===== src/rtl/pes_elc_sched_pkg.sv =====
// pes_elc_pkg: shared definitions for the pes_elc call scheduler.
//   - scheduler state encoding
//   - default floor count and door-open time
//   - floor-vector helpers: one-hot check, nearest pending floor above/below
// The helpers work on a fixed MAX_FLOORS-wide vector. Narrower floor vectors
// are zero-extended by the caller, so any NFLOORS up to MAX_FLOORS is supported.
package pes_elc_pkg;

  localparam int NFLOORS_DEF     = 8;
  localparam int DOOR_CYCLES_DEF = 4;
  localparam int MAX_FLOORS      = 32;

  typedef logic [MAX_FLOORS-1:0] floor_vec_t;

  typedef enum logic [1:0] {
    IDLE     = 2'd0,
    SELECT   = 2'd1,
    DISPATCH = 2'd2,
    DOOR     = 2'd3
  } sched_state_t;

  // True when exactly one bit is set.
  function automatic logic is_onehot(input floor_vec_t v);
    logic seen;
    logic multi;
    seen  = 1'b0;
    multi = 1'b0;
    for (int i = 0; i < MAX_FLOORS; i++) begin
      if (v[i]) begin
        multi = multi | seen;
        seen  = 1'b1;
      end
    end
    return seen & ~multi;
  endfunction

  // Lowest set bit of v strictly above the set bit of cur (zero if none).
  function automatic floor_vec_t lowest_above(input floor_vec_t v, input floor_vec_t cur);
    floor_vec_t r;
    logic       passed;
    logic       found;
    r      = '0;
    passed = 1'b0;
    found  = 1'b0;
    for (int i = 0; i < MAX_FLOORS; i++) begin
      // test before marking so the current floor itself is excluded
      if (passed && v[i] && !found) begin
        r[i]  = 1'b1;
        found = 1'b1;
      end
      if (cur[i]) passed = 1'b1;
    end
    return r;
  endfunction

  // Highest set bit of v strictly below the set bit of cur (zero if none).
  function automatic floor_vec_t highest_below(input floor_vec_t v, input floor_vec_t cur);
    floor_vec_t r;
    logic       passed;
    logic       found;
    r      = '0;
    passed = 1'b0;
    found  = 1'b0;
    for (int i = MAX_FLOORS - 1; i >= 0; i--) begin
      if (passed && v[i] && !found) begin
        r[i]  = 1'b1;
        found = 1'b1;
      end
      if (cur[i]) passed = 1'b1;
    end
    return r;
  endfunction

endpackage


===== src/rtl/pes_elc_sched_if.sv =====
// pes_elc_sched_if: all scheduler-facing signals except clock and reset.
//   master modport: the side driving calls and controller status
//                   (call_req, cur_floor, move_complete, over_weight)
//   slave modport : the scheduler (target_floor, target_valid, dir_up,
//                   door_open, pending, busy, sched_error)
interface pes_elc_sched_if
  import pes_elc_pkg::*;
#(
  parameter int NFLOORS = NFLOORS_DEF
);

  logic [NFLOORS-1:0] call_req;
  logic [NFLOORS-1:0] cur_floor;
  logic               move_complete;
  logic               over_weight;
  logic [NFLOORS-1:0] target_floor;
  logic               target_valid;
  logic               dir_up;
  logic               door_open;
  logic [NFLOORS-1:0] pending;
  logic               busy;
  logic               sched_error;

  modport master (
    output call_req, cur_floor, move_complete, over_weight,
    input  target_floor, target_valid, dir_up, door_open, pending, busy, sched_error
  );

  modport slave (
    input  call_req, cur_floor, move_complete, over_weight,
    output target_floor, target_valid, dir_up, door_open, pending, busy, sched_error
  );

endinterface


===== src/rtl/pes_elc_sched_scan_pick.sv =====
// pes_elc_scan_pick: combinational SCAN target choice.
//   pending   : outstanding calls (one-hot per floor)
//   cur_floor : one-hot current floor
//   dir_up    : current sweep direction
//   pick      : one-hot next target (zero if none away from this floor)
//   new_dir   : direction after the pick; flips only when the sweep reverses
//   here_hit  : a call is pending on the current floor
//   none      : nothing to serve at all
module pes_elc_scan_pick
  import pes_elc_pkg::*;
#(
  parameter int NFLOORS = NFLOORS_DEF
) (
  input  logic [NFLOORS-1:0] pending,
  input  logic [NFLOORS-1:0] cur_floor,
  input  logic               dir_up,
  output logic [NFLOORS-1:0] pick,
  output logic               new_dir,
  output logic               here_hit,
  output logic               none
);

  floor_vec_t pend_w;
  floor_vec_t cur_w;
  floor_vec_t up_w;
  floor_vec_t dn_w;

  assign pend_w = floor_vec_t'(pending);
  assign cur_w  = floor_vec_t'(cur_floor);
  assign up_w   = lowest_above(pend_w, cur_w);
  assign dn_w   = highest_below(pend_w, cur_w);

  always_comb begin
    pick    = '0;
    new_dir = dir_up;
    if (dir_up) begin
      if (|up_w) begin
        pick = NFLOORS'(up_w);
      end else if (|dn_w) begin
        pick    = NFLOORS'(dn_w);
        new_dir = 1'b0;
      end
    end else begin
      if (|dn_w) begin
        pick = NFLOORS'(dn_w);
      end else if (|up_w) begin
        pick    = NFLOORS'(up_w);
        new_dir = 1'b1;
      end
    end
  end

  assign here_hit = |(pending & cur_floor);
  assign none     = ~here_hit & ~(|pick);

endmodule


===== src/rtl/pes_elc_sched.sv =====
// pes_elc_sched: SCAN call scheduler in front of the pes_elc controller.
//   clk   : rising-edge clock
//   reset : asynchronous, active-low
//   bus   : pes_elc_sched_if.slave -- calls and controller status in;
//           target/valid handshake, direction, door command, pending set,
//           busy and cur_floor sanity flag out.
// Flow: IDLE -> SELECT (one cycle) -> DISPATCH (wait arrival) -> DOOR (timed).
module pes_elc_sched
  import pes_elc_pkg::*;
#(
  parameter int NFLOORS     = NFLOORS_DEF,
  parameter int DOOR_CYCLES = DOOR_CYCLES_DEF
) (
  input logic             clk,
  input logic             reset,
  pes_elc_sched_if.slave  bus
);

  localparam int            CW        = $clog2(DOOR_CYCLES + 1);
  localparam logic [CW-1:0] DOOR_LOAD = CW'(DOOR_CYCLES);

  sched_state_t       state_reg, state_next;
  logic [NFLOORS-1:0] pending_reg, pending_next, pending_set;
  logic [NFLOORS-1:0] target_reg, target_next;
  logic               dir_up_reg, dir_up_next;
  logic [CW-1:0]      door_cnt_reg, door_cnt_next;
  logic               sched_error_reg;
  logic               enter_door;
  logic               in_door;
  logic               here_call;

  logic [NFLOORS-1:0] pick;
  logic               new_dir;
  logic               here_hit;
  logic               none;

  pes_elc_scan_pick #(.NFLOORS(NFLOORS)) u_pick (
    .pending   (pending_reg),
    .cur_floor (bus.cur_floor),
    .dir_up    (dir_up_reg),
    .pick      (pick),
    .new_dir   (new_dir),
    .here_hit  (here_hit),
    .none      (none)
  );

  assign in_door   = (state_reg == DOOR);
  assign here_call = |(bus.call_req & bus.cur_floor);

  // New calls are latched, except a call for the floor whose door is open:
  // that one is absorbed by keeping the door open longer.
  for (genvar gi = 0; gi < NFLOORS; gi++) begin : g_pend
    assign pending_set[gi]  = pending_reg[gi] | (bus.call_req[gi] & ~(in_door & bus.cur_floor[gi]));
    assign pending_next[gi] = pending_set[gi] & ~(enter_door & bus.cur_floor[gi]);
  end

  always_comb begin
    state_next    = state_reg;
    target_next   = target_reg;
    dir_up_next   = dir_up_reg;
    door_cnt_next = door_cnt_reg;
    enter_door    = 1'b0;
    case (state_reg)
      IDLE: begin
        if (|pending_reg) state_next = SELECT;
      end
      SELECT: begin
        // A corrupt floor indication freezes dispatch until it clears.
        if (!sched_error_reg) begin
          if (here_hit) begin
            enter_door = 1'b1;
          end else if (!none) begin
            state_next  = DISPATCH;
            target_next = pick;
            dir_up_next = new_dir;
          end else begin
            state_next = IDLE;
          end
        end
      end
      DISPATCH: begin
        if (bus.move_complete && (bus.cur_floor == target_reg)) enter_door = 1'b1;
      end
      DOOR: begin
        if (bus.over_weight || here_call) begin
          door_cnt_next = DOOR_LOAD;
        end else if (door_cnt_reg <= CW'(1)) begin
          door_cnt_next = '0;
          state_next    = (|pending_set) ? SELECT : IDLE;
        end else begin
          door_cnt_next = door_cnt_reg - CW'(1);
        end
      end
      default: state_next = IDLE;
    endcase
    if (enter_door) begin
      state_next    = DOOR;
      door_cnt_next = DOOR_LOAD;
    end
  end

  always_ff @(posedge clk or negedge reset) begin
    if (!reset) begin
      state_reg       <= IDLE;
      pending_reg     <= '0;
      target_reg      <= '0;
      dir_up_reg      <= 1'b1;
      door_cnt_reg    <= '0;
      sched_error_reg <= 1'b0;
    end else begin
      state_reg       <= state_next;
      pending_reg     <= pending_next;
      target_reg      <= target_next;
      dir_up_reg      <= dir_up_next;
      door_cnt_reg    <= door_cnt_next;
      sched_error_reg <= ~is_onehot(floor_vec_t'(bus.cur_floor));
    end
  end

  assign bus.target_floor = target_reg;
  assign bus.target_valid = (state_reg == DISPATCH);
  assign bus.dir_up       = dir_up_reg;
  assign bus.door_open    = in_door;
  assign bus.pending      = pending_reg;
  assign bus.busy         = (state_reg != IDLE);
  assign bus.sched_error  = sched_error_reg;

endmodule


===== src/flat_wrapper.sv =====
// flat-port wrapper written by rule: the top's interface ports become plain ports
module pes_elc_sched_flat import pes_elc_pkg::*;
#(
  parameter int NFLOORS     = NFLOORS_DEF,
  parameter int DOOR_CYCLES = DOOR_CYCLES_DEF
)
  (clk, reset, bus_call_req, bus_cur_floor, bus_move_complete, bus_over_weight, bus_target_floor, bus_target_valid, bus_dir_up, bus_door_open, bus_pending, bus_busy, bus_sched_error);
  pes_elc_sched_if #(.NFLOORS(NFLOORS)) bus_i ();
  input logic clk;
  input logic reset;
  input wire logic [$bits(bus_i.call_req)-1:0] bus_call_req;
  input wire logic [$bits(bus_i.cur_floor)-1:0] bus_cur_floor;
  input wire logic [$bits(bus_i.move_complete)-1:0] bus_move_complete;
  input wire logic [$bits(bus_i.over_weight)-1:0] bus_over_weight;
  output wire logic [$bits(bus_i.target_floor)-1:0] bus_target_floor;
  output wire logic [$bits(bus_i.target_valid)-1:0] bus_target_valid;
  output wire logic [$bits(bus_i.dir_up)-1:0] bus_dir_up;
  output wire logic [$bits(bus_i.door_open)-1:0] bus_door_open;
  output wire logic [$bits(bus_i.pending)-1:0] bus_pending;
  output wire logic [$bits(bus_i.busy)-1:0] bus_busy;
  output wire logic [$bits(bus_i.sched_error)-1:0] bus_sched_error;
  assign bus_i.call_req = bus_call_req;
  assign bus_i.cur_floor = bus_cur_floor;
  assign bus_i.move_complete = bus_move_complete;
  assign bus_i.over_weight = bus_over_weight;
  assign bus_target_floor = bus_i.target_floor;
  assign bus_target_valid = bus_i.target_valid;
  assign bus_dir_up = bus_i.dir_up;
  assign bus_door_open = bus_i.door_open;
  assign bus_pending = bus_i.pending;
  assign bus_busy = bus_i.busy;
  assign bus_sched_error = bus_i.sched_error;
  pes_elc_sched #(.NFLOORS(NFLOORS), .DOOR_CYCLES(DOOR_CYCLES)) u_core (.clk(clk), .reset(reset), .bus(bus_i));
endmodule

===== config.mk =====
export PLATFORM = sky130hd
export DESIGN_NAME = pes_elc_sched_flat
export DESIGN_NICKNAME = d
export VERILOG_FILES = /design/src/rtl/pes_elc_sched_pkg.sv /design/src/rtl/pes_elc_sched_if.sv /design/src/rtl/pes_elc_sched_scan_pick.sv /design/src/rtl/pes_elc_sched.sv /design/src/flat_wrapper.sv
export SDC_FILE = /design/constraint.sdc
export NUM_CORES = 1
export LEC_CHECK = 0
export ABC_AREA = 0
export ABC_CLOCK_PERIOD_IN_PS = 2900
export CELL_PAD_IN_SITES_DETAIL_PLACEMENT = 1
export CELL_PAD_IN_SITES_GLOBAL_PLACEMENT = 2
export CORE_AREA = 4 4 87 89
export DETAILED_ROUTE_END_ITERATION = 8
export DIE_AREA = 0 0 91 93
export PLACE_DENSITY = 0.88
export SYNTH_ARGS = -nofsm -noshare
export SYNTH_HDL_FRONTEND = slang
export SYNTH_SLANG_ARGS = --single-unit

===== constraint.sdc =====
create_clock -name clk -period 2.9 [get_ports clk]
set_input_delay 0.58 -clock clk [delete_from_list [all_inputs] [get_ports clk]]
set_output_delay 0.58 -clock clk [all_outputs]
set_load 0.02 [all_outputs]

==> results.md <==
- Status: completed
- Initial detailed-routing violation count: 130
- Peak Freq: 355 MHz
- Post-place setup slack: -521 ps
- CP max FO: 5
- Max Slew Vio Count: 0
- Element type at the critical path end: flip-flop
- Syn Nets: 282
- Root buffer cell: clkbuf_8
- Crit path launch type: primary input
- Complex-gate fraction of the synthesized area: 33.5%
- CTS clk-pin slew, worst paths: 90 ps
- Largest net degree at the start of global routing: 24
- Worst path arrival time: 2980 ps
- Post-layout power: 0.00109 W
- Gr ovfl total: 0
- Total Routing Usage GR: 18.4%
- WP data required: 3060 ps
- TritonCTS sink count: 23
- Critical path type: primary input to flip-flop
- Relative slew margins: 73.1%
- Port Buffers: 40
- Total CTS buffers: 3
- Synth cell types: 56
- Top-area cell type share of the netlist area: 27.5%
- Hpwl dp: 5830 um
- Mapped Area: 2000 um^2
- Die ar.: 8460 um^2
- MaxCap Viol Count: 0
- Main synth FF type: dfrtp_1
- Worst-Margin Slew: 400 ps
- DIE WIDTH: 91 um
- Post-Place Cells: 395
- Die height: 93 um
- Final Core Density: 42.9%
- Global-route wire length before repair: 12800 um
- Final Hold Vio Count: 0
- Fraction of layout cells with a size suffix above 1: 22.0%
- RePlAce Congestion: 0.918
- R2R Setup Slk: 380 ps
- Largest family of logic cells by synthesized area: compound AO/OA/AOI/OAI gates
- Commonest non-fill, non-tap cell in the layout: buf_4
- Final cell count without fillers: 408
- DR vias: 2275
- Initial core utilization: 29.7%
- RR Endpoint: u_core.bus.target_floor[4]
- Async S/R FF share, synth: 100%
- Synth Area in XOR/XNOR: 3.50%
- Initial antenna violation count: 0
- Maximum VDD drop: 0.157 mV
- Most frequent cells in the layout: buf_4, clkdlybuf4s50_1, o21ai_0
- Drt wl/cell: 19.0 um
- H-tree Lvls: 1
- Skew final: 6.33 ps
- Clock Latency Late Sink: 280 ps
- Synth top area cells: dfrtp_1, o21ai_0, a21oi_1
- Worst r2r path cells: 8
- CTS tree: built
- Synth area leader: dfrtp_1
- Min-delay src: u_core.door_cnt_reg[2]
- Routed WL: 7770 um
- Number of diodes: 0
- # rows: 30
- Pwr Density: 375 nW/um^2
- Synth Area in Simple Gates: 21.4%
- Final ANT Viol Nets: 0
- Period utilisation layout: 97.2%
- Worst hold path type: flip-flop to flip-flop
- Area grow syn2layout: 44.7%
- Nets: 355
- Synthesized netlist cell count: 256
- Final setup violating endpoints: 0
- Post-synthesis adder-cell area fraction: 4.24%
- Sequential fraction of the synthesis area: 28.8%
- Mux contribution to synthesized area: 1.12%
- Core outline area: 6760 um^2
- Synth Area per Inst: 7.83 um^2
- Min Clock Period, post-route: 2820 ps
- Seq cells post-synth: 23
- Filler Cells Inserted: 842
- Pleak: 1.19 nW
- Worst flop-to-flop path startpoint: u_core.bus.pending[2]
- Hold Path Stages: 2
- Final WS setup: 80.1 ps
- Via density: 5.58
- Hold Crit Endpoint: u_core.door_cnt_reg[2]
- Clock tree buffer depth: 2
- IO Pins: 41
- Number of synthesized flops with an enable pin: 0
- Vias in the first global route: 2385
- Yosys Warn Count: 0
- DRT Pass-1 Iters: 4
- DRC viols: 0
## metrics by stage
stage,hold WS (ps),setup TNS (ps),area (um^2)
3_5_place_dp,511,-4120,2700
5_1_grt,554,-26.3,2900
6_report,524,0,2900
2_1_floorplan,284,0,2000
4_1_cts,532,0,2840
3_3_place_gp,500,-3420,2700
## Yosys cell counts, types with 2 or more instances
master,n
o21ai_0,27
dfrtp_1,22
nand2_1,21
nor2_1,21
a21oi_1,20
clkbuf_1,16
inv_1,14
nand3_1,8
nor3_1,7
a22oi_1,6
ha_1,6
o22ai_1,6
or3_1,5
nand4_1,4
nor2b_1,4
xnor2_1,4
xor2_1,4
a211o_1,3
a21o_1,3
buf_6,3
nor4_1,3
o31ai_1,3
o41ai_1,3
or2_2,3
a221oi_2,2
a222oi_1,2
a31oi_1,2
a32oi_1,2
a41oi_1,2
mux2_1,2
nand2b_1,2
or4_4,2
## worst max path at each step
| stage | startpoint | endpoint | slack (ps) | cells past startpoint |
|---|---|---|---|---|
| after floorplan | bus_cur_floor[4] | u_core.bus.target_floor[2] | 80 | 8 |
| after global placement | bus_cur_floor[5] | u_core.state_reg[1] | -420 | 8 |
| after detailed placement | bus_cur_floor[5] | u_core.state_reg[1] | -520 | 8 |
| after CTS | bus_cur_floor[7] | u_core.bus.target_floor[6] | 6 | 8 |
| after global routing | bus_cur_floor[0] | u_core.bus.target_floor[4] | -30 | 10 |
| final | bus_cur_floor[0] | u_core.bus.target_floor[6] | 80 | 9 |
## metal layers
metal  global-route usage [%]  wire length, um  vias up
li1                         -                -     1098
met4                     4.40               72        0
met5                        0                0        -
met2                     31.3             3740       42
met3                     1.77              246        4
met1                     25.3             3710     1131
## where the power goes
group | internal [W] | total (W) | switching (W)
logic | 0.000208 | 0.000482 | 0.000274
registers | 0.000353 | 0.000388 | 0.0000353
clock network | 0.0000986 | 0.000215 | 0.000117
total | 0.000660 | 0.00109 | 0.000426
## critical path: stages
cell           delay (ps)
dlygate4sd2_1         240
or4_4                 580
buf_6                 160
o41a_1                360
nand4_1               160
a21oi_2                90
a2111oi_4             410
nor2_2                 90
mux2_4                310
## timing repair
action                                  CTS  global route
endpoints found under the setup margin    9             9
gates resized for setup                  20             7
setup buffers                             6             3
hold buffers                              0             0
endpoints found under the hold margin     0             0
pin swaps                                10            10
## kinds of logic after synthesis
| kind of cell | after synthesis |
|---|---|
| AOI/OAI and AO/OA | 96 |
| muxes | 2 |
| DFF | 23 |
| buffers and inverters | 34 |
| adders and majority gates | 7 |
| and+or+nand+nor | 86 |
| xor gates and xnor gates | 8 |
## final cells by class
type | instances | area (um^2) | share of cell area, %
well taps | 80 | 100 | 3.45
repair buffers | 88 | 758 | 26.1
clock buffers | 4 | 45.0 | 1.55
inverters | 14 | 52.6 | 1.81
flip-flops and latches | 23 | 577 | 19.9
multi-input cells | 199 | 1370 | 47.2
No activity file was read; power rests on OpenSTA's default activity.
